===== config.mk =====
export PLATFORM = sky130hd
export DESIGN_NAME = error_conv_check
export DESIGN_NICKNAME = d
export VERILOG_FILES = /design/src/rtl/error_conv_check.sv
export SDC_FILE = /design/constraint.sdc
export NUM_CORES = 1
export LEC_CHECK = 0
export CAP_MARGIN = 20
export CORE_MARGIN = 4
export CORE_UTILIZATION = 60
export CTS_CLUSTER_DIAMETER = 200
export CTS_CLUSTER_SIZE = 14
export DETAILED_ROUTE_END_ITERATION = 7
export DONT_BUFFER_PORTS = 1
export PLACE_DENSITY_LB_ADDON = 0.12
export SLEW_MARGIN = 10
export SYNTH_ARGS = -nofsm -noshare
export SYNTH_HDL_FRONTEND = slang
export SYNTH_SLANG_ARGS = --single-unit

===== constraint.sdc =====
create_clock -name clk_conv -period 26.1 [get_ports clk_conv]
set_input_delay 7.83 -clock clk_conv [delete_from_list [all_inputs] [get_ports clk_conv]]
set_output_delay 7.83 -clock clk_conv [all_outputs]
set_load 0.05 [all_outputs]

===== src/rtl/error_conv_check.sv =====
// FastICA convergence checker: streams w_new (N*N elements, row-major), compares each element against stored w_ica, keeps the max error.
// Latency: conv_done pulses the cycle after the N*N-th accepted element; rd_data has a 1-cycle registered read latency.
// Backpressure: in_ready is high only in ACC, so in_valid gaps stall the pass; in_valid is ignored outside ACC.
//
// Ports: clk_conv/rst_conv (async active-high), en_conv/iter_clr (pass control, IDLE only),
//   in_valid/in_ready/in_data (element stream), rd_addr/rd_data (stored matrix readback),
//   conv_busy, conv_done, isConverge, timeout, iter_cnt (status).
// Optional feature macro CONV_MAXERR_EN: adds output max_err_o (max error of the last pass).
module error_conv_check #(
    parameter int            N        = 4,
    parameter int            W        = 26,
    parameter logic [W-1:0]  TOL      = 26'd64,
    parameter int            MAX_ITER = 255,
    parameter int            IW       = 8,
    localparam int           NN       = N * N,
    localparam int           AW       = (NN > 1) ? $clog2(NN) : 1
) (
    input  logic                 clk_conv,
    input  logic                 rst_conv,
    input  logic                 en_conv,
    input  logic                 iter_clr,
    input  logic                 in_valid,
    output logic                 in_ready,
    input  logic signed [W-1:0]  in_data,
    input  logic [AW-1:0]        rd_addr,
    output logic signed [W-1:0]  rd_data,
    output logic                 conv_busy,
    output logic                 conv_done,
    output logic                 isConverge,
    output logic                 timeout,
    output logic [IW-1:0]        iter_cnt
`ifdef CONV_MAXERR_EN
    ,
    output logic [W-1:0]         max_err_o
`endif
);

    typedef enum logic [1:0] {
        S_IDLE = 2'd0,
        S_ACC  = 2'd1,
        S_CMP  = 2'd2
    } state_t;

    state_t               state, state_nxt;
    logic [AW-1:0]        idx;
    logic [W-1:0]         max_err;
    logic signed [W-1:0]  w_ica [NN];

    logic                 accept;
    logic                 last_elem;
    logic [W-1:0]         abs_new, abs_old;
    logic [W:0]           diff, diff_neg;
    logic [W-1:0]         err;
    logic                 conv_now;
    logic [IW:0]          iter_inc;
    logic                 iter_limit;

    // Magnitude with the most-negative value clamped, so the result always fits W-1 bits.
    function automatic logic [W-1:0] abs_sat(input logic signed [W-1:0] x);
        logic [W-1:0] r;
        if (x == {1'b1, {(W-1){1'b0}}})
            r = {1'b0, {(W-1){1'b1}}};
        else if (x[W-1])
            r = W'(-x);
        else
            r = x;
        return r;
    endfunction

    assign accept    = in_valid && (state == S_ACC);
    assign last_elem = (idx == AW'(NN - 1));

    // Both magnitudes are < 2^(W-1), so a W+1 bit difference cannot overflow and
    // its absolute value fits in W unsigned bits.
    always_comb begin
        abs_new  = abs_sat(in_data);
        abs_old  = abs_sat(w_ica[idx]);
        diff     = {1'b0, abs_new} - {1'b0, abs_old};
        diff_neg = -diff;
        err      = diff[W] ? diff_neg[W-1:0] : diff[W-1:0];
    end

    // First pass compares against a cleared matrix, so it never counts as converged.
    assign conv_now   = (max_err <= TOL) && (iter_cnt != '0);
    assign iter_inc   = {1'b0, iter_cnt} + 1'b1;
    assign iter_limit = (iter_inc >= (IW+1)'(MAX_ITER));

    // FSM: state register
    always_ff @(posedge clk_conv or posedge rst_conv) begin
        if (rst_conv)
            state <= S_IDLE;
        else
            state <= state_nxt;
    end

    // FSM: next state
    always_comb begin
        state_nxt = state;
        case (state)
            S_IDLE: if (en_conv && !iter_clr) state_nxt = S_ACC;
            S_ACC:  if (accept && last_elem)  state_nxt = S_CMP;
            S_CMP:  state_nxt = S_IDLE;
            default: state_nxt = S_IDLE;
        endcase
    end

    // FSM: outputs
    always_comb begin
        in_ready  = 1'b0;
        conv_busy = 1'b0;
        conv_done = 1'b0;
        case (state)
            S_ACC: begin
                in_ready  = 1'b1;
                conv_busy = 1'b1;
            end
            S_CMP: begin
                conv_busy = 1'b1;
                conv_done = 1'b1;
            end
            default: ;
        endcase
    end

    // Datapath: element counter, max error, stored matrix, pass results
    always_ff @(posedge clk_conv or posedge rst_conv) begin
        if (rst_conv) begin
            idx        <= '0;
            max_err    <= '0;
            iter_cnt   <= '0;
            isConverge <= 1'b0;
            timeout    <= 1'b0;
            for (int i = 0; i < NN; i++)
                w_ica[i] <= '0;
        end else begin
            case (state)
                S_IDLE: begin
                    if (iter_clr) begin
                        iter_cnt   <= '0;
                        isConverge <= 1'b0;
                        timeout    <= 1'b0;
                        for (int i = 0; i < NN; i++)
                            w_ica[i] <= '0;
                    end else if (en_conv) begin
                        max_err <= '0;
                        idx     <= '0;
                    end
                end
                S_ACC: begin
                    if (accept) begin
                        // err was formed from the old w_ica[idx]; overwrite on the same edge.
                        w_ica[idx] <= in_data;
                        if (err > max_err)
                            max_err <= err;
                        idx <= last_elem ? '0 : idx + 1'b1;
                    end
                end
                S_CMP: begin
                    if (iter_cnt < IW'(MAX_ITER))
                        iter_cnt <= iter_inc[IW-1:0];
                    isConverge <= conv_now;
                    timeout    <= !conv_now && iter_limit;
                end
                default: ;
            endcase
        end
    end

    // Registered readback; a same-cycle write is not bypassed, so the old value is returned.
    always_ff @(posedge clk_conv or posedge rst_conv) begin
        if (rst_conv)
            rd_data <= '0;
        else
            rd_data <= w_ica[rd_addr];
    end

`ifdef CONV_MAXERR_EN
    always_ff @(posedge clk_conv or posedge rst_conv) begin
        if (rst_conv)
            max_err_o <= '0;
        else if (state == S_CMP)
            max_err_o <= max_err;
    end
`endif

endmodule

### After elaboration in Yosys (flattened, before gate mapping)

Cells that the tools add are included.

| storage, ports and cells | value |
|---|---|
| bits in registers | 484 |
| input port bits | 35 |
| output and inout port bits | 39 |
| logic and storage cells | 109 |

| operators by class | value |
|---|---|
| $add $sub $neg | 6 |
| order comparisons | 7 |
| eq/ne operators | 13 |
| muxes and demuxes | 39 |
| bitwise operators | 2 |
| reductions and logical operators | 19 |

Operators by type and width:

| cell | number |
|---|---|
| $mux W416 | 2 |
| $pmux W416 S2 | 1 |
| $bwmux W416 | 1 |
| $mux W26 | 14 |
| $bmux W26 S4 | 2 |
| $demux W26 S4 | 1 |
| $neg A26 Y26 | 3 |
| $eq A26 B26 Y1 const B | 2 |
| $pmux W26 S2 | 1 |
| $sub A26 B26 Y27 | 1 |
| $gt A26 B26 Y1 | 1 |
| $le A26 B7 Y1 const B | 1 |
| $mux W4 | 4 |
| $mux W8 | 2 |
| $pmux W8 S2 | 1 |
| $ne A2 B2 Y1 const B | 6 |
| $ge A5 B5 Y1 const B | 2 |
| $not A4 Y5 | 2 |
| $add A8 B1 Y9 const B | 1 |
| $ge A9 B8 Y1 const B | 1 |
| $lt A8 B8 Y1 const B | 1 |
| $pmux W4 S2 | 1 |
| $reduce_bool A8 Y1 | 1 |
| $logic_and A1 B1 Y1 | 6 |
| other kinds (18) | 28 |

### Depth between registers and ports, before layout

Gate-level depths: netlist of the first run.

| logic depth | value |
|---|---|
| depth in word-level cells | 14 |
| gate-level depth with buffers | 42 |
| gate-level depth less buffers | 31 |

### Least setup slack after synthesis of the first run

OpenSTA, ideal clock, no wires.

| path | value |
|---|---|
| kind | in2reg |
| start point | input port in_data[4] |
| end point | register max_err[0] |
| setup time | 0.066 ns |
| arrival | 14.213 ns |
| data required time | 26.034 ns |
| path slack | 11.820 ns |
| cell stages on the path | 28 |
| buffers on the path | 4 |
| path through | or3_1 nor4_1 nand4_1 nand2b_1 clkbuf_1 nand2_1 ha_1 clkbuf_1 a21o_1 a21o_1 a21oi_1 o21ai_0 or2_2 a311o_1 or4_1 o31ai_1 xor2_1 ha_1 nand4_1 nor4_1 nor3_1 o21ai_0 a21oi_1 a211oi_1 and2_1 clkbuf_1 clkbuf_1 a22o_1 |

| between the ends | value |
|---|---|
| cells in the longest elaborated chain, start to end | 9 |
| elaborated cells between the ends (all ways) | 13 |
| those cells by class | add/sub (3); order compare (1); eq/ne (2); mux (6); reduce/logical (1) |

Ends and longest elaborated chain:

| element | RTL line | text |
|---|---|---|
| from (decl) | 24 | `input logic signed [W-1:0] in_data,` |
| $neg A26 Y26 | 64 | `r = W'(-x);` |
| $mux W26 | 63 | `else if (x[W-1])` |
| $mux W26 * | 61 | `if (x == {1'b1, {(W-1){1'b0}}})` |
| $sub A26 B26 Y27 * | 78 | `diff = {1'b0, abs_new} - {1'b0, abs_old};` |
| $neg A26 Y26 | 79 | `diff_neg = -diff;` |
| $mux W26 * | 80 | `err = diff[W] ? diff_neg[W-1:0] : diff[W-1:0];` |
| $gt A26 B26 Y1 | 153 | `if (err > max_err)` |
| $ne A2 B1 Y1 (no source line) | -- |  |
| $reduce_and A5 Y1 (no source line) | -- |  |
| to (signal assigned) | 154 | `max_err <= err;` |
| to (decl) | 46 | `logic [W-1:0] max_err;` |

Mark *: on every way between the ends. The rest lies on a longest branch, timed or not. The select of a mux whose other input is x is not followed.
A chain may end at the register's enable or synchronous reset.

### Final worst setup path of the first run

| path | value |
|---|---|
| start point | input port in_data[4] |
| end point | register max_err[9] |

| between the ends | value |
|---|---|
| cells in the longest elaborated chain, start to end | 9 |
| elaborated cells between the ends (all ways) | 13 |
| those cells by class | add/sub (3); order compare (1); eq/ne (2); mux (6); reduce/logical (1) |

Ends and longest elaborated chain:

| element | RTL line |
|---|---|
| $neg A26 Y26 | 64 |
| $mux W26 | 63 |
| $mux W26 * | 61 |
| $sub A26 B26 Y27 * | 78 |
| $neg A26 Y26 | 79 |
| $mux W26 * | 80 |
| $gt A26 B26 Y1 / $mux W26 (equally long branches) | 153 |
| $ne A2 B1 Y1 (no source line) / $mux W26 (equally long branches) | -- |
| $reduce_and A5 Y1 (no source line) / $pmux W26 S2 (equally long branches) | -- |

Marks and branches as above.

==> results of run 1 <==
==> synthesized netlist by cell type, drive strengths merged, types with 5 or more instances <==
master	count
and2	13
nand2b	14
nor4	15
nand3	30
nor2b	12
nor3	22
o21ai	475
ha	65
mux2i	7
o21a	7
xor2	41
clkbuf	154
a21o	23
o31ai	18
and3	11
dfrtp	484
inv	47
o41ai	6
o211ai	5
a211oi	6
nand2	562
buf	36
or2	9
mux4	259
or3	10
a22o	27
nand4	13
a31oi	9
nor2	64
xnor2	39
a21oi	46
==> critical path: stages <==
cell	delay [ps]
sky130_fd_sc_hd__or3_1	420
sky130_fd_sc_hd__nor4_1	610
sky130_fd_sc_hd__nand4_1	410
sky130_fd_sc_hd__nand2b_1	640
sky130_fd_sc_hd__o21ai_0	270
sky130_fd_sc_hd__ha_1	340
sky130_fd_sc_hd__a21oi_1	320
sky130_fd_sc_hd__o21ai_0	210
sky130_fd_sc_hd__a31oi_1	300
sky130_fd_sc_hd__a211oi_1	200
sky130_fd_sc_hd__or2_2	330
sky130_fd_sc_hd__a311o_1	380
sky130_fd_sc_hd__or4_1	530
sky130_fd_sc_hd__o31ai_1	290
sky130_fd_sc_hd__xor2_1	230
sky130_fd_sc_hd__ha_1	270
sky130_fd_sc_hd__a21o_1	160
sky130_fd_sc_hd__a21oi_1	130
sky130_fd_sc_hd__nor2b_1	60
sky130_fd_sc_hd__nor3_1	160
sky130_fd_sc_hd__o21ai_0	120
sky130_fd_sc_hd__a21oi_1	140
sky130_fd_sc_hd__a211oi_1	90
sky130_fd_sc_hd__nor2_1	740
sky130_fd_sc_hd__buf_4	340
sky130_fd_sc_hd__a22o_1	160
==> state kept, by name (all words and copies together), names as in the netlist <==
register	count
idx	4
max_err	26
state	2
iter_cnt	8
rd_data	26
isConverge	1
timeout	1
w_ica	416
==> per-stage QoR <==
step | cell area (um^2) | std cells | setup WS, ps | util | hold WS (ps)
2_1_floorplan | 27500 | 2575 | 4760 | - | 461
3_3_place_gp | 27800 | 3024 | 10630 | 0.613 | 474
3_5_place_dp | 27800 | 3024 | 10400 | 0.613 | 485
4_1_cts | 28900 | 3070 | 11010 | 0.637 | 501
5_1_grt | 28900 | 3071 | 10100 | 0.638 | 521
6_report | 28900 | 3071 | 10900 | 0.638 | 497
==> logic make-up after synthesis <==
logic type,Yosys count,synth area share
DFF,484,0.440
muxes,270,0.216
buffers and inverters,237,0.0341
adders and majority gates,66,0.0303
xor gates and xnor gates,80,0.0255
and+or+nand+nor,790,0.122
AOI/OAI and AO/OA,648,0.132
==> how the worst max path moves through the flow <==
stage	from	slack, ps	endpoint	depth (start not counted)
global route	in_data[4]	10100	max_err[5]$_DFFE_PP0P_	26
global placement	in_data[4]	10630	max_err[5]$_DFFE_PP0P_	26
detailed placement	in_data[4]	10400	max_err[9]$_DFFE_PP0P_	26
finish	in_data[4]	10900	max_err[9]$_DFFE_PP0P_	26
floorplan	rst_conv	4760	idx[0]$_DFFE_PP0P_	1
CTS	in_data[4]	11010	max_err[9]$_DFFE_PP0P_	26
==> metal layers <==
metal | vias to the layer above | routed length [um] | track usage | share of wire
met4 | 0 | 5150 | 0.168 | 0.059
met1 | 10900 | 32000 | 0.468 | 0.37
li1 | 9124 | - | - | -
met3 | 302 | 9620 | 0.0996 | 0.11
met2 | 1281 | 40600 | 0.550 | 0.46
met5 | - | 0 | 0 | 0
==> area by class of cell <==
type,count,area (um^2),area share
clock buffer,44,1060,0.0366
clock inverter,2,25.0,0.000864
inverter,47,184,0.00635
multi-input combinational,1854,14500,0.500
sequential,484,12100,0.419
tap,600,751,0.0259
timing repair buffer,40,320,0.0111
==> run_summary.xml, run 1 <==
<?xml version="1.0" encoding="UTF-8"?>
<metrics>
  <group name="outcome">
    <metric name="outcome" unit="">complete, no violations</metric>
  </group>
  <group name="final_layout">
    <metric name="mostFrequentLayoutCell" unit="">sky130_fd_sc_hd__nand2_1</metric>
    <metric name="net_count_of_the_finished_layout" unit="">2568</metric>
    <metric name="antenna_cells_inserted" unit="">0</metric>
    <metric name="most_used_cells_in_the_layout_excluding_fill_and_tap_cells" unit="">554 x sky130_fd_sc_hd__nand2_1, 480 x sky130_fd_sc_hd__dfrtp_1, 473 x sky130_fd_sc_hd__o21ai_0</metric>
    <metric name="final_layout_fill_cell_count" unit="">3583</metric>
    <metric name="drive_gt1_frac" unit="">0.151</metric>
    <metric name="area.growth.synth_to_final" unit="%">5.22</metric>
  </group>
  <group name="worst_hold_path">
    <metric name="hold_class" unit="">register to register</metric>
    <metric name="holdPathStages" unit="">2</metric>
    <metric name="hold_path_startpoint" unit="">w_ica[14]$_DFFE_PP0P_</metric>
    <metric name="holdPathEnd" unit="">w_ica[14]$_DFFE_PP0P_</metric>
  </group>
  <group name="floorplanning">
    <metric name="core_area" unit="um^2">45400</metric>
    <metric name="rows" unit="">78</metric>
    <metric name="num_io_pins" unit="">74</metric>
    <metric name="fp.dieW" unit="um">222</metric>
    <metric name="initial_core_util" unit="">0.606</metric>
    <metric name="full_die_area" unit="um^2">49300</metric>
    <metric name="floorplan.die.height" unit="um">222</metric>
  </group>
  <group name="timing">
    <metric name="slew_violations" unit="">0</metric>
    <metric name="totalNegativeSetupSlack" unit="ps">0</metric>
    <metric name="fin_worst_skew" unit="ps">23.8</metric>
    <metric name="tightest_slew" unit="ps">1050</metric>
    <metric name="period_utilisation_layout" unit="">0.582</metric>
    <metric name="rsz_0062_raised_after_global_routing" unit="">false</metric>
    <metric name="timing.final.crit_period" unit="ps">15200</metric>
    <metric name="timing.final.hold_violations" unit="">0</metric>
    <metric name="max_freq" unit="MHz">65.8</metric>
    <metric name="slew_headroom" unit="">0.296</metric>
    <metric name="setup_violations" unit="">0</metric>
  </group>
  <group name="clock_tree">
    <metric name="clock_tree.buffer_depth" unit="">3</metric>
    <metric name="path_clk_slew" unit="ps">70</metric>
    <metric name="ctsHtreeMaxLevel" unit="">2</metric>
    <metric name="clock-sinks" unit="">484</metric>
    <metric name="post-cts-setup-buffer-count" unit="">0</metric>
    <metric name="cts_resized" unit="">0</metric>
    <metric name="clock_latency_on_the_worst_skew_pair" unit="ps">590</metric>
    <metric name="cts_root_buffer" unit="">sky130_fd_sc_hd__clkbuf_16</metric>
    <metric name="tritoncts" unit="">built</metric>
    <metric name="numCtsBuffers" unit="">40</metric>
    <metric name="cts_hold_buffers" unit="">0</metric>
  </group>
  <group name="worst_setup_path">
    <metric name="worstReg2RegStart" unit="">idx[1]$_DFFE_PP0P_</metric>
    <metric name="critPathKind" unit="">primary input to register</metric>
    <metric name="reg_to_reg_endpoint" unit="">max_err[9]$_DFFE_PP0P_</metric>
    <metric name="setup.worst_path.end_class" unit="">register</metric>
    <metric name="path_max_fanout" unit="">22</metric>
    <metric name="reg2regPathDepth" unit="">30</metric>
    <metric name="critical_path.startpoint_type" unit="">primary input</metric>
    <metric name="r2r_setup_slack" unit="ps">15240</metric>
    <metric name="data_arrival_time_of_the_worst_path" unit="ps">15710</metric>
    <metric name="crit_required" unit="ps">26610</metric>
  </group>
  <group name="global_route">
    <metric name="number_of_global_route_vias_before_repair" unit="">21500</metric>
    <metric name="globalRouteTotalUtil" unit="">0.354</metric>
    <metric name="grt_pass1_wl" unit="um">133000</metric>
    <metric name="antenna_violations_before_repair" unit="">1</metric>
    <metric name="grt_start_max_net_pins" unit="">126</metric>
    <metric name="global_route.overflow_total" unit="">0</metric>
  </group>
  <group name="logic_synthesis">
    <metric name="synth_seq_cells" unit="">484</metric>
    <metric name="yosysWarningCount" unit="">0</metric>
    <metric name="synthCells" unit="">2575</metric>
    <metric name="synth_async_sr_flop_share" unit="">1.00</metric>
    <metric name="post_syn_nets" unit="">2676</metric>
    <metric name="synth-edff-count" unit="">0</metric>
    <metric name="ys_seq_area_frac" unit="">0.440</metric>
    <metric name="synth.distinct_cells" unit="">67</metric>
    <metric name="netlist.top_cell.by_area" unit="">sky130_fd_sc_hd__dfrtp_1</metric>
    <metric name="synthDominantCellAreaShare" unit="">0.440</metric>
    <metric name="syn-cell-area" unit="um^2">27500</metric>
    <metric name="post_synth.cell_area_avg" unit="um^2">10.7</metric>
    <metric name="synthTopCellsByArea" unit="">sky130_fd_sc_hd__dfrtp_1 44%, sky130_fd_sc_hd__mux4_2 21%, sky130_fd_sc_hd__o21ai_0 8.6%, sky130_fd_sc_hd__nand2_1 7.7%, sky130_fd_sc_hd__ha_1 3.0%</metric>
    <metric name="synth_ff_type" unit="">sky130_fd_sc_hd__dfrtp_1</metric>
  </group>
  <group name="placed_design">
    <metric name="hpwlAfterDp" unit="um">53300</metric>
    <metric name="routabilityCongestion" unit="">0.968</metric>
    <metric name="buffer_ports.inserted" unit="">0</metric>
  </group>
  <group name="detailed_routing">
    <metric name="route.detailed.vias_per_inst" unit="">7.05</metric>
    <metric name="detailedRoute.firstPassIterationCount" unit="">6</metric>
    <metric name="drt_drc" unit="">0</metric>
    <metric name="routed_wl" unit="um">87400</metric>
    <metric name="dr_total_vias" unit="">21600</metric>
    <metric name="wire_per_inst" unit="um">28.5</metric>
    <metric name="antenna_violating_nets_post_route" unit="">0</metric>
    <metric name="drt_iter0_drc" unit="">2532</metric>
  </group>
  <group name="flow_run">
    <metric name="drv_cap" unit="">0</metric>
  </group>
</metrics>
Power of run 1 is left out: the tool's default activity adds up to more than one toggle a clock period on the data nets, which glitch-free logic cannot reach.
==> inputs of run 2 (changes only) <==
Clock period 26.1 ns to 15.72 ns, I/O delays scaled along.
==> run_summary.xml, run 2 (same netlist as run 1, synthesis figures left out) <==
<?xml version="1.0" encoding="UTF-8"?>
<metrics>
  <group name="floorplanning">
    <metric name="fp.dieW" unit="um">222</metric>
    <metric name="initial_core_util" unit="">0.606</metric>
    <metric name="full_die_area" unit="um^2">49300</metric>
    <metric name="floorplan.die.height" unit="um">222</metric>
    <metric name="core_area" unit="um^2">45400</metric>
    <metric name="num_io_pins" unit="">74</metric>
    <metric name="rows" unit="">78</metric>
  </group>
  <group name="timing">
    <metric name="period_utilisation_layout" unit="">0.768</metric>
    <metric name="timing.final.hold_violations" unit="">0</metric>
    <metric name="rsz_0062_raised_after_global_routing" unit="">false</metric>
    <metric name="setup_violations" unit="">0</metric>
    <metric name="max_freq" unit="MHz">82.8</metric>
    <metric name="slew_violations" unit="">0</metric>
    <metric name="fin_worst_skew" unit="ps">23.9</metric>
    <metric name="tightest_slew" unit="ps">1040</metric>
    <metric name="totalNegativeSetupSlack" unit="ps">0</metric>
    <metric name="timing.final.crit_period" unit="ps">12070</metric>
    <metric name="slew_headroom" unit="">0.304</metric>
  </group>
  <group name="worst_setup_path">
    <metric name="data_arrival_time_of_the_worst_path" unit="ps">12580</metric>
    <metric name="reg2regPathDepth" unit="">26</metric>
    <metric name="crit_required" unit="ps">16230</metric>
    <metric name="critical_path.startpoint_type" unit="">primary input</metric>
    <metric name="setup.worst_path.end_class" unit="">register</metric>
    <metric name="critPathKind" unit="">primary input to register</metric>
    <metric name="path_max_fanout" unit="">25</metric>
  </group>
  <group name="final_layout">
    <metric name="largest_register_ffs" unit="">416</metric>
    <metric name="final_cell_area" unit="um^2">29000</metric>
    <metric name="mostFrequentLayoutCell" unit="">sky130_fd_sc_hd__nand2_1</metric>
    <metric name="layout_top_registers" unit="">w_ica (416), max_err (26), rd_data (26)</metric>
    <metric name="footprint_of_the_multi_input_gates" unit="um^2">14500</metric>
    <metric name="most_used_cells_in_the_layout_excluding_fill_and_tap_cells" unit="">554 x sky130_fd_sc_hd__nand2_1, 480 x sky130_fd_sc_hd__dfrtp_1, 473 x sky130_fd_sc_hd__o21ai_0</metric>
    <metric name="area.growth.synth_to_final" unit="%">5.26</metric>
    <metric name="area.sequential" unit="um^2">12100</metric>
    <metric name="drive_gt1_frac" unit="">0.151</metric>
    <metric name="finalNonFillerCells" unit="">3072</metric>
    <metric name="net_count_of_the_finished_layout" unit="">2567</metric>
    <metric name="final_layout_fill_cell_count" unit="">3584</metric>
    <metric name="top_register" unit="">w_ica</metric>
  </group>
  <group name="placed_design">
    <metric name="hpwlAfterDp" unit="um">52500</metric>
    <metric name="dpl_cell_area" unit="um^2">27800</metric>
    <metric name="routabilityCongestion" unit="">0.957</metric>
    <metric name="placedCellCount" unit="">3023</metric>
    <metric name="buffer_ports.inserted" unit="">0</metric>
  </group>
  <group name="clock_tree">
    <metric name="cts_hold_buffers" unit="">0</metric>
    <metric name="cts_root_buffer" unit="">sky130_fd_sc_hd__clkbuf_16</metric>
    <metric name="clock-sinks" unit="">484</metric>
    <metric name="clock_latency_on_the_worst_skew_pair" unit="ps">590</metric>
    <metric name="path_clk_slew" unit="ps">70</metric>
    <metric name="tritoncts" unit="">built</metric>
    <metric name="clock_tree.buffer_depth" unit="">3</metric>
    <metric name="post-cts-setup-buffer-count" unit="">0</metric>
    <metric name="ctsHtreeMaxLevel" unit="">2</metric>
    <metric name="numCtsBuffers" unit="">40</metric>
    <metric name="cts_resized" unit="">0</metric>
  </group>
  <group name="detailed_routing">
    <metric name="routed_wl" unit="um">86300</metric>
    <metric name="wire_per_inst" unit="um">28.1</metric>
    <metric name="dr_total_vias" unit="">21600</metric>
    <metric name="drt_drc" unit="">0</metric>
    <metric name="drt_iter0_drc" unit="">2467</metric>
    <metric name="route.detailed.vias_per_inst" unit="">7.03</metric>
    <metric name="antenna_violating_nets_post_route" unit="">0</metric>
    <metric name="detailedRoute.firstPassIterationCount" unit="">5</metric>
  </group>
  <group name="global_route">
    <metric name="antenna_violations_before_repair" unit="">0</metric>
    <metric name="grt_start_max_net_pins" unit="">166</metric>
    <metric name="global_route.overflow_total" unit="">0</metric>
    <metric name="number_of_global_route_vias_before_repair" unit="">21900</metric>
    <metric name="grt_pass1_wl" unit="um">133000</metric>
    <metric name="globalRouteTotalUtil" unit="">0.352</metric>
  </group>
  <group name="worst_hold_path">
    <metric name="holdPathStages" unit="">2</metric>
    <metric name="hold_class" unit="">register to register</metric>
  </group>
  <group name="outcome">
    <metric name="outcome" unit="">complete, no violations</metric>
  </group>
  <group name="flow_run">
    <metric name="drv_cap" unit="">0</metric>
  </group>
</metrics>
==> run 2: metal layers <==
layer / vias up / global-route usage / share of wire
met5: - / 0 / 0
met4: 0 / 0.162 / 0.052
met3: 272 / 0.0826 / 0.11
met2: 1262 / 0.554 / 0.47
met1: 10900 / 0.474 / 0.37
li1: 9128 / - / -
==> run 2: cell type report <==
| class | instances | share of cell area |
|---|---|---|
| multi-input cells | 1854 | 0.500 |
| flip-flops and latches | 484 | 0.419 |
| clock buffers | 44 | 0.0358 |
| well taps | 600 | 0.0259 |
| repair buffers | 39 | 0.0112 |
| inverters | 47 | 0.00622 |
| clock inverters | 3 | 0.00190 |
| diodes | 1 | 0.0000864 |
==> run 2: path summary, 6_finish.rpt <==
path	slack (ps)	from	to
hold reg to reg	500	w_ica[145]$_DFFE_PP0P_	w_ica[145]$_DFFE_PP0P_
setup reg to reg	5020	idx[0]$_DFFE_PP0P_	max_err[7]$_DFFE_PP0P_
max in group asynchronous	9340	rst_conv	w_ica[63]$_DFFE_PP0P_
setup / recovery	3650	in_data[4]	max_err[7]$_DFFE_PP0P_
min in group asynchronous	4140	rst_conv	rd_data[23]$_DFF_PP0_
hold / removal	500	w_ica[145]$_DFFE_PP0P_	w_ica[145]$_DFFE_PP0P_
==> run 2: critical path, stage by stage <==
cell	delay, ps
sky130_fd_sc_hd__or3_1	420
sky130_fd_sc_hd__nor4_1	640
sky130_fd_sc_hd__nand4_1	480
sky130_fd_sc_hd__nand2b_1	650
sky130_fd_sc_hd__o21ai_0	250
sky130_fd_sc_hd__ha_1	340
sky130_fd_sc_hd__a21oi_1	310
sky130_fd_sc_hd__o21ai_0	210
sky130_fd_sc_hd__a31oi_1	330
sky130_fd_sc_hd__a211oi_1	180
sky130_fd_sc_hd__or2_2	320
sky130_fd_sc_hd__a311o_1	380
sky130_fd_sc_hd__or4_1	540
sky130_fd_sc_hd__o31ai_1	290
sky130_fd_sc_hd__xor2_1	140
sky130_fd_sc_hd__ha_1	310
sky130_fd_sc_hd__nand4_1	130
sky130_fd_sc_hd__nor4_1	400
sky130_fd_sc_hd__a21oi_1	120
sky130_fd_sc_hd__a211oi_1	400
sky130_fd_sc_hd__and2_1	770
sky130_fd_sc_hd__a22o_1	240
==> run 2: metrics by stage <==
step           utilization  hold WS, ps  worst slack, ps
6_report             0.638          499             3650
5_1_grt              0.638          520             3030
4_1_cts              0.637          500             3830
3_5_place_dp         0.613          485             3230
3_3_place_gp         0.613          473             3460
2_1_floorplan            -          461             4440
Power of run 2 is left out for the same reason.
